## src/rtl/cpu_pkg.sv

```systemverilog
// rtl/cpu_pkg.sv - shared datapath widths for the operand fetch slice
// Provides DATA_W (register data), ADDR_W (register index), NREG (register
// count) and OP_W (opaque opcode width carried through the pipeline).
package cpu_pkg;

    localparam int DATA_W = 19;
    localparam int ADDR_W = 4;
    localparam int NREG   = 1 << ADDR_W;
    localparam int OP_W   = 5;

endpackage

```

## src/rtl/operand_scoreboard.sv

```systemverilog
// rtl/operand_scoreboard.sv - register busy scoreboard with hazard query
// Ports:
//   clk, rst            clock, asynchronous active-high reset
//   wb_valid, wb_rd     writeback event, clears busy[wb_rd]
//   set_en, set_rd      issue of a register-writing instruction, sets busy[set_rd]
//   fclr_en, fclr_rd    discard of a held instruction, clears busy[fclr_rd]
//   rs1, rs2, rd, rd_en register indices of the instruction asking to issue
//   hazard              any referenced register still has a write outstanding
//   wb_unexpected       current writeback targets a register that is not busy
//   busy_o              raw scoreboard state
module operand_scoreboard #(
    parameter int ADDR_W = cpu_pkg::ADDR_W,
    parameter int NREG   = cpu_pkg::NREG
) (
    input  logic              clk,
    input  logic              rst,
    input  logic              wb_valid,
    input  logic [ADDR_W-1:0] wb_rd,
    input  logic              set_en,
    input  logic [ADDR_W-1:0] set_rd,
    input  logic              fclr_en,
    input  logic [ADDR_W-1:0] fclr_rd,
    input  logic [ADDR_W-1:0] rs1,
    input  logic [ADDR_W-1:0] rs2,
    input  logic [ADDR_W-1:0] rd,
    input  logic              rd_en,
    output logic              hazard,
    output logic              wb_unexpected,
    output logic [NREG-1:0]   busy_o
);

    logic [NREG-1:0] busy_q;
    logic [NREG-1:0] busy_d;
    logic            rs1_busy;
    logic            rs2_busy;
    logic            rd_busy;

    // A register being written back this cycle is no longer a hazard: its
    // value is forwarded by the bypass in the fetch stage.
    always_comb begin
        rs1_busy      = busy_q[rs1] && !(wb_valid && (wb_rd == rs1));
        rs2_busy      = busy_q[rs2] && !(wb_valid && (wb_rd == rs2));
        rd_busy       = busy_q[rd]  && !(wb_valid && (wb_rd == rd));
        hazard        = rs1_busy || rs2_busy || (rd_en && rd_busy);
        wb_unexpected = wb_valid && !busy_q[wb_rd];
    end

    // Clears are applied first so that a same-cycle set of the same
    // register wins.
    always_comb begin
        busy_d = busy_q;
        for (int i = 0; i < NREG; i++) begin
            if (wb_valid && (wb_rd == ADDR_W'(i))) begin
                busy_d[i] = 1'b0;
            end
            if (fclr_en && (fclr_rd == ADDR_W'(i))) begin
                busy_d[i] = 1'b0;
            end
            if (set_en && (set_rd == ADDR_W'(i))) begin
                busy_d[i] = 1'b1;
            end
        end
    end

    always_ff @(posedge clk or posedge rst) begin
        if (rst) begin
            busy_q <= '0;
        end else begin
            busy_q <= busy_d;
        end
    end

    assign busy_o = busy_q;

endmodule

```

## src/rtl/operand_fetch.sv

```systemverilog
// rtl/operand_fetch.sv - operand fetch stage with scoreboard, bypass and output register
// Ports:
//   clk, rst                        clock, asynchronous active-high reset
//   in_valid/in_ready               issue handshake from decode
//   in_op, in_rs1, in_rs2, in_rd,
//   in_rd_en                        instruction fields
//   rf_raddr1/2, rf_rdata1/2        combinational register-file read port
//   wb_valid, wb_rd, wb_data        writeback event (mirrors the RF write port)
//   flush                           discard the held output instruction
//   out_valid/out_ready             execute-side handshake
//   out_op, out_a, out_b, out_rd,
//   out_rd_en                       issued instruction with operands
//   err_wb                          sticky: writeback to a non-busy register
module operand_fetch #(
    parameter int DATA_W = cpu_pkg::DATA_W,
    parameter int ADDR_W = cpu_pkg::ADDR_W,
    parameter int NREG   = cpu_pkg::NREG,
    parameter int OP_W   = cpu_pkg::OP_W
) (
    input  logic              clk,
    input  logic              rst,
    input  logic              in_valid,
    output logic              in_ready,
    input  logic [OP_W-1:0]   in_op,
    input  logic [ADDR_W-1:0] in_rs1,
    input  logic [ADDR_W-1:0] in_rs2,
    input  logic [ADDR_W-1:0] in_rd,
    input  logic              in_rd_en,
    output logic [ADDR_W-1:0] rf_raddr1,
    output logic [ADDR_W-1:0] rf_raddr2,
    input  logic [DATA_W-1:0] rf_rdata1,
    input  logic [DATA_W-1:0] rf_rdata2,
    input  logic              wb_valid,
    input  logic [ADDR_W-1:0] wb_rd,
    input  logic [DATA_W-1:0] wb_data,
    input  logic              flush,
    output logic              out_valid,
    input  logic              out_ready,
    output logic [OP_W-1:0]   out_op,
    output logic [DATA_W-1:0] out_a,
    output logic [DATA_W-1:0] out_b,
    output logic [ADDR_W-1:0] out_rd,
    output logic              out_rd_en,
    output logic              err_wb
);

    logic              out_valid_q, out_valid_d;
    logic [OP_W-1:0]   out_op_q,    out_op_d;
    logic [DATA_W-1:0] out_a_q,     out_a_d;
    logic [DATA_W-1:0] out_b_q,     out_b_d;
    logic [ADDR_W-1:0] out_rd_q,    out_rd_d;
    logic              out_rd_en_q, out_rd_en_d;
    logic              err_wb_q,    err_wb_d;

    logic              hazard;
    logic              wb_unexpected;
    logic              accept;
    logic              fclr_en;
    logic [DATA_W-1:0] opnd_a;
    logic [DATA_W-1:0] opnd_b;
    logic [NREG-1:0]   busy;

    assign rf_raddr1 = in_rs1;
    assign rf_raddr2 = in_rs2;

    // Discarding a held writer releases its destination register.
    assign fclr_en = flush && out_valid_q && out_rd_en_q;

    operand_scoreboard #(
        .ADDR_W (ADDR_W),
        .NREG   (NREG)
    ) u_sb (
        .clk           (clk),
        .rst           (rst),
        .wb_valid      (wb_valid),
        .wb_rd         (wb_rd),
        .set_en        (accept && in_rd_en),
        .set_rd        (in_rd),
        .fclr_en       (fclr_en),
        .fclr_rd       (out_rd_q),
        .rs1           (in_rs1),
        .rs2           (in_rs2),
        .rd            (in_rd),
        .rd_en         (in_rd_en),
        .hazard        (hazard),
        .wb_unexpected (wb_unexpected),
        .busy_o        (busy)
    );

    // The scoreboard state is only observed through hazard; the raw vector
    // is kept on the sub-module boundary for debug visibility.
    logic unused_busy;
    assign unused_busy = ^busy;

    // rst gates in_ready directly so nothing is accepted while reset is held.
    assign in_ready = !rst && (!out_valid_q || out_ready) && !hazard && !flush;
    assign accept   = in_valid && in_ready;

    // Same-cycle bypass: the RF write lands only at the edge, so forward it.
    assign opnd_a = (wb_valid && (wb_rd == in_rs1)) ? wb_data : rf_rdata1;
    assign opnd_b = (wb_valid && (wb_rd == in_rs2)) ? wb_data : rf_rdata2;

    always_comb begin
        out_valid_d = out_valid_q;
        out_op_d    = out_op_q;
        out_a_d     = out_a_q;
        out_b_d     = out_b_q;
        out_rd_d    = out_rd_q;
        out_rd_en_d = out_rd_en_q;
        err_wb_d    = err_wb_q || wb_unexpected;

        // flush beats a coincident out handshake; accept is already blocked
        // by flush through in_ready.
        if (flush) begin
            out_valid_d = 1'b0;
        end else if (accept) begin
            out_valid_d = 1'b1;
        end else if (out_ready) begin
            out_valid_d = 1'b0;
        end

        // Payload only moves on accept, so held operands never see later
        // writebacks.
        if (accept) begin
            out_op_d    = in_op;
            out_a_d     = opnd_a;
            out_b_d     = opnd_b;
            out_rd_d    = in_rd;
            out_rd_en_d = in_rd_en;
        end
    end

    always_ff @(posedge clk or posedge rst) begin
        if (rst) begin
            out_valid_q <= 1'b0;
            out_op_q    <= '0;
            out_a_q     <= '0;
            out_b_q     <= '0;
            out_rd_q    <= '0;
            out_rd_en_q <= 1'b0;
            err_wb_q    <= 1'b0;
        end else begin
            out_valid_q <= out_valid_d;
            out_op_q    <= out_op_d;
            out_a_q     <= out_a_d;
            out_b_q     <= out_b_d;
            out_rd_q    <= out_rd_d;
            out_rd_en_q <= out_rd_en_d;
            err_wb_q    <= err_wb_d;
        end
    end

    assign out_valid = out_valid_q;
    assign out_op    = out_op_q;
    assign out_a     = out_a_q;
    assign out_b     = out_b_q;
    assign out_rd    = out_rd_q;
    assign out_rd_en = out_rd_en_q;
    assign err_wb    = err_wb_q;

endmodule

```

## config.mk

```make
export PLATFORM = sky130hd
export DESIGN_NAME = operand_fetch
export DESIGN_NICKNAME = d
export VERILOG_FILES = /design/src/rtl/cpu_pkg.sv /design/src/rtl/operand_scoreboard.sv /design/src/rtl/operand_fetch.sv
export SDC_FILE = /design/constraint.sdc
export NUM_CORES = 1
export LEC_CHECK = 0
export ABC_AREA = 1
export BUFFER_PORTS_ARGS = -buffer_cell sky130_fd_sc_hd__buf_4
export CAP_MARGIN = 25
export CORE_AREA = 2 2 157 129
export DETAILED_ROUTE_END_ITERATION = 6
export DIE_AREA = 0 0 159 131
export GPL_TIMING_DRIVEN = 0
export PLACE_DENSITY = 0.55
export RECOVER_POWER = 25
export SLEW_MARGIN = 20
export SYNTH_ARGS = -nofsm -noshare
export SYNTH_HDL_FRONTEND = slang
export SYNTH_HIERARCHICAL = 1
export SYNTH_SLANG_ARGS = --single-unit
```

## constraint.sdc

```tcl
create_clock -name clk -period 3.1 [get_ports clk]
set_input_delay 0.155 -clock clk [delete_from_list [all_inputs] [get_ports clk]]
set_output_delay 0.155 -clock clk [all_outputs]
set_load 0.05 [all_outputs]
```

Word-level counts from Yosys, hierarchy flattened
Index checks and enable logic that the tools add are counted.
Word-level totals
  bits in registers: 66
  output and inout bits: 59
  logic and storage cells: 231
Operators by class
  magnitude comparators: 4
  equal/unequal tests: 48
  muxes and demuxes: 61
  reductions and logical operators: 95
Operators with widths (count)
  $eq A4 B4 Y1 const B: 24
  $logic_and A1 B1 Y1: 63
  $mux W1: 55
  $reduce_bool A3 Y1: 17
  $eq A4 B3 Y1 const B: 12
  $mux W19: 2
  $eq A4 B2 Y1 const B: 6
  $lt A4 B5 Y1 const B: 4
  $bmux W1 S4: 4
  $eq A4 B1 Y1 const B: 3
  $eq A4 B4 Y1: 3
  $logic_not A4 Y1: 3
  $logic_not A1 Y1: 8
  $logic_or A1 B1 Y1: 4

Depth between registers and ports, before layout
Gate-level depths: netlist of the first run.
  depth in word-level cells: 13
  mapped depth: 19

Hierarchy
The synthesis of the first run kept the hierarchy.
Modules (own cells, without submodules)
  operand_fetch: instances 1, cells each 408, area each 2979.1 µm², seq. area each 1251.2 µm²
  operand_scoreboard: instances 1, cells each 302, area each 1752.9 µm², seq. area each 400.4 µm²

Least setup slack after synthesis of the first run
Ideal clock, no wire load.
  kind: register to register
  start: register u_sb.busy_q[1] (netlist: u_sb/busy_o[1])
  end: register u_sb.busy_q[1] (netlist: u_sb/busy_o[1])
  library setup time: 0.066 ns
  arrival: 2.126 ns
  data required time: 3.034 ns
  slack: 0.908 ns
  stages on the path, launching flop included: 18
  buffers on the path: 2
  clock period less this slack: 2.192 ns
  cell sequence: dfrtp_1 > inv_1 > nand2_1 > nand3_1 > nand3_1 > nand3b_1 > nand2_1 > nand2_1 > nand3_1 > nor3_1 > and2_4 > nand2_4 > buf_2 > nor2_1 > buf_2 > nand2_1 > nor2_1 > a22o_1
Between the ends
  longest elaborated chain between the ends: 12
  elaborated cells on any way between the ends: 20
  those cells by class: 7 x mux; 13 x reduce/logical
Ends and longest elaborated chain
  from (decl): RTL line operand_scoreboard.sv:32  | logic [NREG-1:0] busy_q;
  from (signal assigned): RTL line operand_scoreboard.sv:69  | busy_q <= busy_d;
  $bmux W1 S4 (on tied branches): RTL line operand_scoreboard.sv:41, operand_scoreboard.sv:42, operand_scoreboard.sv:43
  $mux W1 (on tied branches): RTL line operand_scoreboard.sv:41, operand_scoreboard.sv:42, operand_scoreboard.sv:43
  $logic_and A1 B1 Y1 (on tied branches): RTL line operand_scoreboard.sv:41, operand_scoreboard.sv:42, operand_scoreboard.sv:43
  $logic_or A1 B1 Y1 or $logic_and A1 B1 Y1 (tied branches): RTL line operand_scoreboard.sv:44  | hazard = rs1_busy || rs2_busy || (rd_en && rd_busy);
  $logic_or A1 B1 Y1 *: RTL line operand_scoreboard.sv:44
  named net hazard: RTL line operand_fetch.sv:55  | logic hazard;
  $logic_not A1 Y1 *: RTL line operand_fetch.sv:96  | assign in_ready = !rst && (!out_valid_q || out_ready) && !hazard && !flush;
  $logic_and A1 B1 Y1 * (2 in a row): RTL line operand_fetch.sv:96
  named net in_ready: RTL line operand_fetch.sv:23  | output logic in_ready,
  $logic_and A1 B1 Y1 *: RTL line operand_fetch.sv:97  | assign accept = in_valid && in_ready;
  $logic_and A1 B1 Y1 *: RTL line operand_fetch.sv:77  | .set_en (accept && in_rd_en),
  $logic_and A1 B1 Y1 *: RTL line operand_scoreboard.sv:59  | if (set_en && (set_rd == ADDR_W'(i))) begin
  $reduce_bool A3 Y1 (no line) or $mux W1 (tied branches)
Mark *: on every way through the listed nets, which the timed path passes. The rest lies on a longest branch. The select of a mux whose other input is x is not followed.
A chain may end at the register's enable or synchronous reset.

Final worst setup path of the first run
  start: register u_sb.busy_q[8] (netlist: u_sb/busy_o[8])
  end: register u_sb.busy_q[1] (netlist: u_sb/busy_o[1])
Between the ends
  longest elaborated chain between the ends: 12
  elaborated cells on any way between the ends: 20
  those cells by class: 7 x mux; 13 x reduce/logical
Ends and longest elaborated chain (RTL line)
  $bmux W1 S4 (on tied branches): operand_scoreboard.sv:41, operand_scoreboard.sv:42, operand_scoreboard.sv:43
  $mux W1 (on tied branches): operand_scoreboard.sv:41, operand_scoreboard.sv:42, operand_scoreboard.sv:43
  $logic_and A1 B1 Y1 (on tied branches): operand_scoreboard.sv:41, operand_scoreboard.sv:42, operand_scoreboard.sv:43
  $logic_or A1 B1 Y1 or $logic_and A1 B1 Y1 (tied branches): operand_scoreboard.sv:44
  $logic_or A1 B1 Y1 *: operand_scoreboard.sv:44
  named net hazard: operand_fetch.sv:55
  $logic_not A1 Y1 *: operand_fetch.sv:96
  $logic_and A1 B1 Y1 * (2 in a row): operand_fetch.sv:96
  $logic_and A1 B1 Y1 *: operand_fetch.sv:97
  $logic_and A1 B1 Y1 *: operand_fetch.sv:77
  $logic_and A1 B1 Y1 *: operand_scoreboard.sv:59
  $reduce_bool A3 Y1 (no line) or $mux W1 (tied branches)
Marks and branches as above.

==> results of run 1 <==
[layer usage]
metal | vias up | GRT usage (%) | routed length (µm) | part of all wire, %
met5 | - | 0 | 0 | 0
met4 | 0 | 4.92 | 272 | 1.5
met3 | 16 | 3.95 | 1350 | 7.4
met2 | 201 | 26.3 | 7640 | 42
met1 | 2444 | 25.1 | 8810 | 49
li1 | 2570 | - | - | -
[per-stage QoR]
stage	cell area, µm²	hold WS, ps	setup WS (ps)
floorplan	4730	68.7	908
global placement	6140	317	385
detailed placement	6170	59.7	378
CTS	6570	36.0	485
global route	6510	54.7	227
finish	6510	38.5	523
[cell families (layout without fill, tap and decap cells)]
group           Yosys count  in the layout  share of synthesized area [%]
flops                    66             66                           34.9
simple gates            448            448                           44.1
compound gates           36             36                           5.42
buf+inv                 157            322                           15.1
xor+xnor                  3              3                          0.555
[worst register-to-register path: cells and delay by family, from the launching register on]
kind	cells	cell delay (ps)
AOI/OAI and AO/OA	1	190
and+or+nand+nor	13	1340
buffers and inverters	3	560
DFF	1	440
[worst paths after layout]
| path | slack, ps | end | depth (start not counted) | startpoint |
|---|---|---|---|---|
| worst min register to register | 470 | err_wb | 1 | err_wb |
| min in group asynchronous | 300 | out_rd_en | 3 | rst |
| worst max-delay path | 520 | u_sb/busy_o[1] | 17 | u_sb/busy_o[8] |
| worst max register to register | 520 | u_sb/busy_o[1] | 17 | u_sb/busy_o[8] |
| max in group asynchronous | 1230 | out_a[12] | 4 | rst |
| worst min-delay path | 40 | out_valid | 2 | flush |
[cells in the mapped netlist]
| cell | number | share of area (%) |
|---|---|---|
| a21oi_1 | 5 | 0.53 |
| and3_1 | 1 | 0.13 |
| nand4_1 | 38 | 5.0 |
| a22oi_1 | 8 | 1.3 |
| xnor2_1 | 3 | 0.56 |
| a32o_1 | 7 | 1.5 |
| nor2_2 | 3 | 0.40 |
| buf_4 | 17 | 2.7 |
| nor3_2 | 1 | 0.21 |
| dfrtp_1 | 66 | 35 |
| o22ai_1 | 2 | 0.26 |
| o21a_1 | 1 | 0.16 |
| o2bb2ai_1 | 1 | 0.19 |
| o211ai_1 | 2 | 0.32 |
| and2_4 | 1 | 0.19 |
| o21ai_0 | 8 | 0.85 |
| nand2_4 | 1 | 0.24 |
| nand3_1 | 83 | 8.8 |
| a22o_1 | 1 | 0.19 |
| buf_2 | 18 | 1.9 |
| nand2_1 | 258 | 20 |
| inv_2 | 10 | 0.79 |
| nand3_2 | 22 | 4.7 |
| nor3_1 | 2 | 0.21 |
| or2_2 | 1 | 0.13 |
| o221ai_1 | 1 | 0.19 |
| nor2_4 | 2 | 0.48 |
| or2_0 | 1 | 0.13 |
| nand2_2 | 3 | 0.40 |
| inv_1 | 107 | 8.5 |
| nand3b_1 | 2 | 0.32 |
| nor2_1 | 29 | 2.3 |
| buf_6 | 5 | 1.2 |
[state kept, by name, indices dropped and copies added, names as in the netlist]
register and cells:
err_wb 1, out_a 19, out_b 19, out_op 5, out_rd 4, out_rd_en 1
out_valid 1, u_sb/busy_o 16
[what timing repair did]
action | 4_1_cts | 5_1_grt
hold buffers | 5 | 0
gates resized for setup | 0 | 0
hold endpoints to repair | 70 | 0
setup buffers | 0 | 0
[layout make-up]
class / instances / area, µm²
inverter: 117 / 440
clock buffer: 9 / 225
sequential: 66 / 1650
fill: 2150 / 12800
clock inverter: 7 / 124
tap: 264 / 330
multi-input combinational: 487 / 2370
buffer: 40 / 274
timing repair buffer: 149 / 1090
[power by group]
part | internal (mW) | switching (mW)
logic | 0.538 | 1.25
registers | 1.08 | 0.172
clock network | 0.794 | 0.450
==> reports/qor.log, run 1 <==
qor: placed_design.place.detailed.hpwl 13600 µm
qor: clock_network.cts.path.max_buffers 2
qor: logic_synthesis.syn-cell-area 4730 µm²
qor: min_path.timing.hold.worst.class primary input to flop
qor: finish.antenna_cells 0
qor: floorplanning.die-area 20800 µm²
qor: placed_design.place.detailed.instances 1118
qor: routing.vias_per_cell 4.59
qor: finish.area_overhead_vs_synth 37.5%
qor: worst_setup_path.timing.critical_path.from_type flop
qor: worst_setup_path.critical-path-top-delay-family simple AND/OR/NAND/NOR gates
qor: pwr.worst_ir_drop_vdd 0.331 mV
qor: logic_synthesis.sequential_element_share_of_the_synthesized_area 34.9%
qor: timing.slew-limit-headroom 6.69%
qor: run.cap_viol_max_count 0
qor: clock_network.clkSinkCount 66
qor: outcome.outcome complete, no violations
qor: placed_design.portBuffers 143
qor: floorplanning.fp.coreArea 19300 µm²
qor: placed_design.globalplace.congestion 0.893
qor: routing.drc 0
qor: logic_synthesis.avgSynthCellArea 6.66 µm²
qor: pwr.power.total 4.29 mW
qor: routing.dr.first_iter.drc_count 428
qor: clock_network.latest_clock_arrival_within_the_worst_skew_pair 340 ps
qor: timing.setup-violations-final 0
qor: timing.unrepaired_setup_endpoints_after_global_routing false
qor: timing.finalSetupTns 0 ps
qor: timing.layout_min_cycle_time 2580 ps
qor: clock_network.path_clk_slew 60 ps
qor: logic_synthesis.synthesis.yosys.warnings 6
qor: routing.post_detailed_routing_wire_length 18100 µm
qor: finish.mostFrequentLayoutCell nand2_1
qor: clock_network.clk_root_buffer_cell clkbuf_16
qor: grt.globalRouteOverflowTotal 0
qor: timing.final-hold-violation-count 0
qor: clock_network.cts-buffers-inserted 9
qor: grt.grt_start_max_net_pins 49
qor: timing.min_period_over_period 83.1%
qor: logic_synthesis.postSynthRegisterBits 66
qor: worst_setup_path.endpoint_kind flop
qor: pwr.power_leakage 3.52 nW
qor: grt.number_of_antenna_violations_at_the_first_check_in_global_routing 0
qor: floorplanning.die_x 159 µm
qor: worst_setup_path.max_incr_delay_on_cp 440 ps
qor: timing.finClkSkew 5.07 ps
qor: logic_synthesis.synth_fp_nets 795
qor: worst_setup_path.timing.critical_path.slowest_stage_cell dfrtp_1
qor: grt.grt_usage 17.5%
qor: pwr.power-per-cell-area 659 nW/µm²
qor: routing.antenna_violating_nets_post_route 0
qor: finish.drive_gt1_share 27.0%
qor: logic_synthesis.synth_cell_type_count 33
qor: floorplanning.io_pins 144
qor: finish.design.final.nets 955
qor: floorplanning.die-height 131 µm
qor: routing.routedWlPerCell 15.9 µm
qor: timing.timing_worst_slew_pin_value 1400 ps
qor: timing.drv_slew 0
qor: clock_network.htree_num_levels 3
qor: finish.finish.utilization 33.7%
qor: floorplanning.start_util 24.5%
qor: worst_setup_path.critical_path_required 3380 ps
qor: timing.highest_clock_frequency_the_design_can_meet 0.388 GHz
qor: logic_synthesis.post_synth_inst_count 710
qor: grt.grt_pass1_vias 4990
qor: worst_setup_path.path_max_fanout 10
qor: worst_setup_path.timing.critical_path.buf_inv 3
qor: finish.final_cell_mix nand2_1 (258), buf_4 (151), inv_1 (106), nand3_1 (83), dfrtp_1 (66)
qor: routing.drt_first_pass_iters 5
qor: worst_setup_path.crit_arrival 2860 ps
qor: clock_network.tritoncts yes
qor: grt.wire_length_of_the_first_global_routing_pass 28400 µm
qor: finish.layout.cells.non_filler 1139
qor: floorplanning.fp-row-count 46
qor: routing.detailroute.via_count 5231
qor: worst_setup_path.path_class flop to flop
qor: worst_setup_path.worstPathCellList inv_1, nand2_1, nand3_1, nand3_1, nand3_1, nand2_1, nand2_1, nand3_1, nor3_1, and2_4, nand2_4, buf_2, nor2_1, buf_2, nand2_1, nor2_1, a22o_1
No activity file was read; power rests on OpenSTA's default activity.
==> inputs of run 2 (changes only) <==
- clock period: 3.1 -> 2.4 ns (I/O delays scaled with it)
==> run 2 against run 1 <==
Against the previous run:
- final cell count did not move
- non-clock buffer count is the same
- critical endpoint is now u_sb/busy_o[5]
- critical path depth did not move
- via count down 0.21%
- critical path type unchanged
- first-iteration DRC count up 12%
- sequential cell count stayed put
- largest power group unchanged
- worst hold slack worse by 31 ps
==> reports/qor.log, run 2 (synthesized netlist as in run 1, its figures left out) <==
qor: outcome.outcome complete, no violations
qor: clock_network.path_clk_slew 60 ps [about the same]
qor: finish.design.final.nets 955 [unchanged]
qor: worst_setup_path.timing.critical_path.slowest_stage_cell dfrtp_1
qor: floorplanning.io_pins 144 [unchanged]
qor: worst_setup_path.max_incr_delay_on_cp 450 ps [about the same]
qor: pwr.power_leakage 3.51 nW [-0.20%]
qor: worst_setup_path.r2r-start u_sb/busy_o[7]
qor: clock_network.clk_root_buffer_cell clkbuf_16
qor: routing.vias_per_cell 4.58 [-0.21%]
qor: worst_setup_path.endpoint_kind flop
qor: routing.detailroute.via_count 5220 [-0.21%]
qor: timing.finClkSkew 4.91 ps [-0.158 ps]
qor: worst_setup_path.timing.critical_path.from_type flop
qor: pwr.worst_ir_drop_vdd 0.427 mV [+29%]
qor: worst_setup_path.timing.critical_path.buf_inv 2 [-1]
qor: finish.antenna_cells 0 [unchanged]
qor: pwr.power-per-cell-area 846 nW/µm² [+28%]
qor: min_path.timing.hold.worst.class primary input to flop
qor: routing.drc 0 [unchanged]
qor: timing.final-hold-violation-count 0 [unchanged]
qor: routing.dr.first_iter.drc_count 478 [+12%]
qor: timing.setup_ws 221 ps [-302 ps]
qor: grt.number_of_antenna_violations_at_the_first_check_in_global_routing 0 [unchanged]
qor: finish.drive_gt1_share 27.8% [+0.80 points]
qor: grt.grt_usage 17.5% [-0.034 points]
qor: routing.drt_first_pass_iters 5 [unchanged]
qor: routing.routedWlPerCell 15.8 µm [-0.15%]
qor: floorplanning.fp-row-count 46 [unchanged]
qor: clock_network.htree_num_levels 3 [unchanged]
qor: worst_setup_path.path_max_fanout 16 [+6]
qor: worst_setup_path.critical-path-top-delay-family simple AND/OR/NAND/NOR gates
qor: worst_setup_path.ff2ff_setup_slack 220 ps [-300 ps]
qor: clock_network.clkSinkCount 66 [unchanged]
qor: finish.mostFrequentLayoutCell nand2_1
qor: worst_setup_path.critical_path_required 2660 ps [-720 ps]
qor: grt.globalRouteOverflowTotal 0 [unchanged]
qor: timing.layout_min_cycle_time 2180 ps [-398 ps]
qor: worst_setup_path.cp-startpoint u_sb/busy_o[7]
qor: placed_design.globalplace.congestion 0.893 [unchanged]
qor: floorplanning.die_x 159 µm [unchanged]
qor: clock_network.latest_clock_arrival_within_the_worst_skew_pair 340 ps [about the same]
qor: routing.post_detailed_routing_wire_length 18000 µm [-0.15%]
qor: placed_design.portBuffers 143 [unchanged]
qor: grt.grt_pass1_vias 4982 [-0.16%]
qor: floorplanning.fp.coreArea 19300 µm² [unchanged]
qor: worst_setup_path.crit_arrival 2440 ps [-420 ps]
qor: placed_design.pre_cts_ws -287 ps [-665 ps]
qor: floorplanning.die-area 20800 µm² [unchanged]
qor: clock_network.cts.path.max_buffers 2 [unchanged]
qor: timing.drv_slew 0 [unchanged]
qor: worst_setup_path.worst_path_most_repeated_cell nand2_1
qor: run.cap_viol_max_count 0 [unchanged]
qor: worst_setup_path.register_to_register_path_depth 17 [unchanged]
qor: min_path.worstHoldPathCells 3 [+1]
qor: min_path.hold_start in_op[0]
qor: floorplanning.start_util 24.5% [unchanged]
qor: placed_design.place.detailed.hpwl 13600 µm [unchanged]
qor: grt.wire_length_of_the_first_global_routing_pass 28400 µm [about the same]
qor: timing.timing_worst_slew_pin_value 1400 ps [-3.42 ps]
qor: timing.highest_clock_frequency_the_design_can_meet 0.459 GHz [+18%]
qor: clock_network.tritoncts yes
qor: grt.grt_start_max_net_pins 49 [unchanged]
qor: clock_network.cts-buffers-inserted 9 [unchanged]
qor: min_path.whs_endpoint out_op[0]
qor: worst_setup_path.path_class flop to flop
qor: finish.area_overhead_vs_synth 38.4%
qor: timing.slew-limit-headroom 6.92% [+0.23 points]
qor: worst_setup_path.regToRegEndpoint u_sb/busy_o[5]
qor: timing.min_period_over_period 90.8% [+7.7 points]
qor: timing.setup-violations-final 0 [unchanged]
qor: floorplanning.die-height 131 µm [unchanged]
qor: timing.finalSetupTns 0 ps [unchanged]
qor: finish.final_cell_mix nand2_1 (257), buf_4 (153), inv_1 (106), nand3_1 (83), dfrtp_1 (63)
qor: worst_setup_path.worstPathCellList inv_1, nand2_1, nand3_1, nand3_1, nand3b_1, nand2_1, nand2_1, nand3_1, nor3_2, and2_4, nand2_8, nor2_1, buf_4, nand2_2, nor2_4, nand2_1, o21ai_0
qor: timing.unrepaired_setup_endpoints_after_global_routing false
qor: routing.antenna_violating_nets_post_route 0 [unchanged]
[run 2: cell counts in the layout (fill, tap and decap cells not counted)]
No cell type changed its count.
[run 2: report_power, final]
group	total [mW]	switching (mW)	internal [mW]
combinational	2.32	1.62	0.696
sequential	1.62	0.222	1.40
clock	1.60	0.574	1.03
total	5.54	2.42	3.12
[run 2: cell type report]
| cell class | instances | area, µm² |
|---|---|---|
| clock inverter | 7 | 124 |
| buffer | 39 | 272 |
| tap | 264 | 330 |
| inverter | 117 | 440 |
| multi-input combinational | 487 | 2400 |
| sequential | 66 | 1660 |
| fill | 2143 | 12800 |
| timing repair buffer | 150 | 1100 |
| clock buffer | 9 | 225 |
[run 2: stage by stage]
step	utilization [%]	area, µm²	std cells	hold slack (ps)	total power, mW
3_5_place_dp	31.9	6170	1118	24.7	3.96
2_1_floorplan	-	4730	710	33.7	3.12
3_3_place_gp	31.7	6140	1117	282	3.94
4_1_cts	34.0	6580	1138	1.02	5.60
6_report	33.9	6550	1139	7.58	5.54
5_1_grt	33.9	6550	1139	21.8	5.82
[run 2: layer usage]
| metal | global-route usage [%] | share of wire (%) | routed length [µm] | vias to the layer above |
|---|---|---|---|---|
| li1 | - | - | - | 2570 |
| met1 | 25.3 | 48 | 8730 | 2418 |
| met2 | 25.9 | 42 | 7580 | 214 |
| met3 | 3.95 | 8.0 | 1450 | 18 |
| met4 | 4.92 | 1.5 | 274 | 0 |
| met5 | 0 | 0 | 0 | - |
[run 2: worst min-delay path: stages]
cell,delay (ps)
buf_4,80
nand2_1,60
nand2_1,60
[run 2: worst max path at each step]
stage | end | cells after the start
final | u_sb/busy_o[5] | 17
after global routing | u_sb/busy_o[4] | 16
after CTS | u_sb/busy_o[5] | 17
after detailed placement | u_sb/busy_o[4] | 18
after global placement | u_sb/busy_o[6] | 18
after floorplan | u_sb/busy_o[1] | 17
[run 2: timing repair]
item,CTS,global route
gates resized for setup,5,6
buffers inserted,0,1
hold buffers,5,0
setup endpoints to repair,8,17
endpoints found under the hold margin,70,0
pin swaps,0,2
==> inputs of run 3 (changes only) <==
- CORE_AREA: 2 2 157 129 -> 2 2 109 90
- DIE_AREA: 0 0 159 131 -> 0 0 111 92
- PLACE_DENSITY: 0.55 -> 0.92
==> run 3 against run 2 <==
Against the previous run:
- fmax down 1.6%
- first-iteration DRC count is 59% higher
- routed wire length fell by 8.7%
- sequential share of layout area increased by 0.76 points
- register-to-register slack got worse by 30 ps
- clock power shrank 13%
- non-clock buffer count rose by 2
- sequential cell count stayed put
- largest power group unchanged
- highest routed layer unchanged
==> reports/qor.log, run 3 (synthesized netlist as in run 1, its figures left out) <==
qor: finish.design.final.nets 957 [+0.21%]
qor: timing.timing_worst_slew_pin_value 982 ps [-414 ps]
qor: finish.finish.instance_area 6360 µm² [-2.8%]
qor: timing.setup-violations-final 0 [unchanged]
qor: timing.finClkSkew 6.94 ps [+2.03 ps]
qor: worst_setup_path.path_max_fanout 16 [unchanged]
qor: clock_network.clk_root_buffer_cell clkbuf_16
qor: clock_network.cts.path.max_buffers 2 [unchanged]
qor: timing.highest_clock_frequency_the_design_can_meet 0.452 GHz [-1.6%]
qor: placed_design.pre_cts_ws -215 ps [+72.6 ps]
qor: outcome.outcome complete, no violations
qor: worst_setup_path.path_class flop to flop
qor: pwr.power_leakage 3.51 nW [-0.23%]
qor: grt.grt_usage 31.7% [+14 points]
qor: floorplanning.io_pins 144 [unchanged]
qor: clock_network.latest_clock_arrival_within_the_worst_skew_pair 340 ps [about the same]
qor: run.cap_viol_max_count 0 [unchanged]
qor: grt.grt_start_max_net_pins 27 [-45%]
qor: pwr.worst_ir_drop_vdd 0.733 mV [+72%]
qor: floorplanning.start_util 51.2% [+27 points]
qor: timing.min_period_over_period 92.2% [+1.5 points]
qor: placed_design.total_cell_area_at_the_placement_stage 5970 µm² [-3.1%]
qor: timing.finalSetupTns 0 ps [unchanged]
qor: pwr.power-per-cell-area 841 nW/µm² [-0.58%]
qor: worst_setup_path.register_to_register_path_depth 16 [-1]
qor: finish.antenna_cells 0 [unchanged]
qor: floorplanning.fp.coreArea 9250 µm² [-52%]
qor: finish.finish.utilization 68.8% [+35 points]
qor: pwr.power.total 5.35 mW [-3.4%]
qor: grt.wire_length_of_the_first_global_routing_pass 26000 µm [-8.5%]
qor: routing.routedWlPerCell 16.5 µm [+4.4%]
qor: min_path.timing.hold.worst.class primary input to flop
qor: timing.drv_slew 0 [unchanged]
qor: clock_network.tritoncts yes
qor: routing.drc 0 [unchanged]
qor: routing.dr.first_iter.drc_count 760 [+59%]
qor: grt.grt_pass1_vias 5163 [+3.6%]
qor: finish.drive_gt1_share 27.7% [-0.063 points]
qor: floorplanning.fp-row-count 32 [-30%]
qor: floorplanning.die-area 10200 µm² [-51%]
qor: finish.area_overhead_vs_synth 34.4%
qor: placed_design.globalplace.congestion 0.959 [+7.5%]
qor: clock_network.path_clk_slew 60 ps [about the same]
qor: routing.post_detailed_routing_wire_length 16500 µm [-8.7%]
qor: finish.final_cell_mix nand2_1 (257), buf_4 (150), inv_1 (107), nand3_1 (82), dfrtp_1 (62)
qor: placed_design.place.detailed.hpwl 11900 µm [-13%]
qor: floorplanning.die_x 111 µm [-30%]
qor: routing.drt_first_pass_iters 5 [unchanged]
qor: clock_network.clkSinkCount 66 [unchanged]
qor: timing.slew-limit-headroom 34.5% [+28 points]
qor: grt.number_of_antenna_violations_at_the_first_check_in_global_routing 0 [unchanged]
qor: clock_network.cts-buffers-inserted 9 [unchanged]
qor: placed_design.portBuffers 143 [unchanged]
qor: timing.final-hold-violation-count 0 [unchanged]
qor: routing.vias_per_cell 5.62 [+23%]
qor: grt.globalRouteOverflowTotal 0 [unchanged]
qor: worst_setup_path.timing.critical_path.from_type flop
qor: worst_setup_path.crit_arrival 2460 ps [+20 ps]
qor: timing.setup_ws 186 ps [-34.9 ps]
qor: timing.unrepaired_setup_endpoints_after_global_routing false
qor: routing.detailroute.via_count 5593 [+7.1%]
qor: clock_network.htree_num_levels 3 [unchanged]
qor: timing.layout_min_cycle_time 2210 ps [+34.9 ps]
qor: finish.num-fill-cells 748 [-65%]
qor: worst_setup_path.endpoint_kind flop
qor: routing.antenna_violating_nets_post_route 0 [unchanged]
qor: finish.mostFrequentLayoutCell nand2_1
qor: worst_setup_path.critical_path_required 2650 ps [about the same]
qor: min_path.worstHoldPathCells 2 [-1]
qor: floorplanning.die-height 92 µm [-30%]
[run 3: through the flow]
step,cells,hold slack (ps)
after global placement,972,260
after detailed placement,973,240
after CTS,994,12.7
after global routing,996,26.5
after floorplan,710,33.7
final,996,16.5
[run 3: final cells by class]
class | instances | area [µm²] | share of cell area (%)
Buffer | 39 | 275 | 4.33
Clock buffer | 10 | 239 | 3.76
Clock inverter | 6 | 72.6 | 1.14
Inverter | 117 | 439 | 6.90
Multi-Input combinational cell | 487 | 2410 | 37.8
Sequential cell | 66 | 1660 | 26.0
Tap cell | 119 | 149 | 2.34
Timing Repair Buffer | 152 | 1120 | 17.7
[run 3: final timing paths]
path	start	end	slack (ps)
worst min register to register	out_b[2]	out_b[2]	480
worst max-delay path	u_sb/busy_o[8]	u_sb/busy_o[5]	190
min in group asynchronous	rst	u_sb/busy_o[0]	500
max in group asynchronous	rst	out_a[12]	1080
worst max register to register	u_sb/busy_o[8]	u_sb/busy_o[5]	190
worst min-delay path	flush	out_valid	20
[run 3: timing repair]
item                                   in CTS  in global routing
setup buffers                               0                  2
gates cloned                                0                  0
resized for setup                           6                  9
setup endpoints to repair                   8                 30
endpoints found under the hold margin      45                  0
hold buffers                                6                  0
pin swaps                                   0                  2
[run 3: per-layer routing]
metal	GRT usage [%]	wire length, µm
met4	11.4	532
met2	49.8	7470
met5	0	0
met1	43.2	6680
met3	7.34	1780
[run 3: critical path: stages (launching register included)]
cell and delay [ps]:
dfrtp_2 400, buf_4 150, nand2_1 60, nand3_1 60
nand3_1 70, nand3_1 70, nand3_1 110, nand3_2 120
nor3_2 120, and2_4 200, nand2_8 100, nor2_2 100
buf_6 130, nand2_2 110, nor2_4 160, nand2_1 60
o21ai_0 80
[run 3: where the power goes]
group          internal (mW)  switching [mW]  leakage (nW)
sequential              1.40           0.222         0.843
combinational          0.691            1.65          2.51
clock                  0.844           0.543         0.150
total                   2.93            2.41          3.51
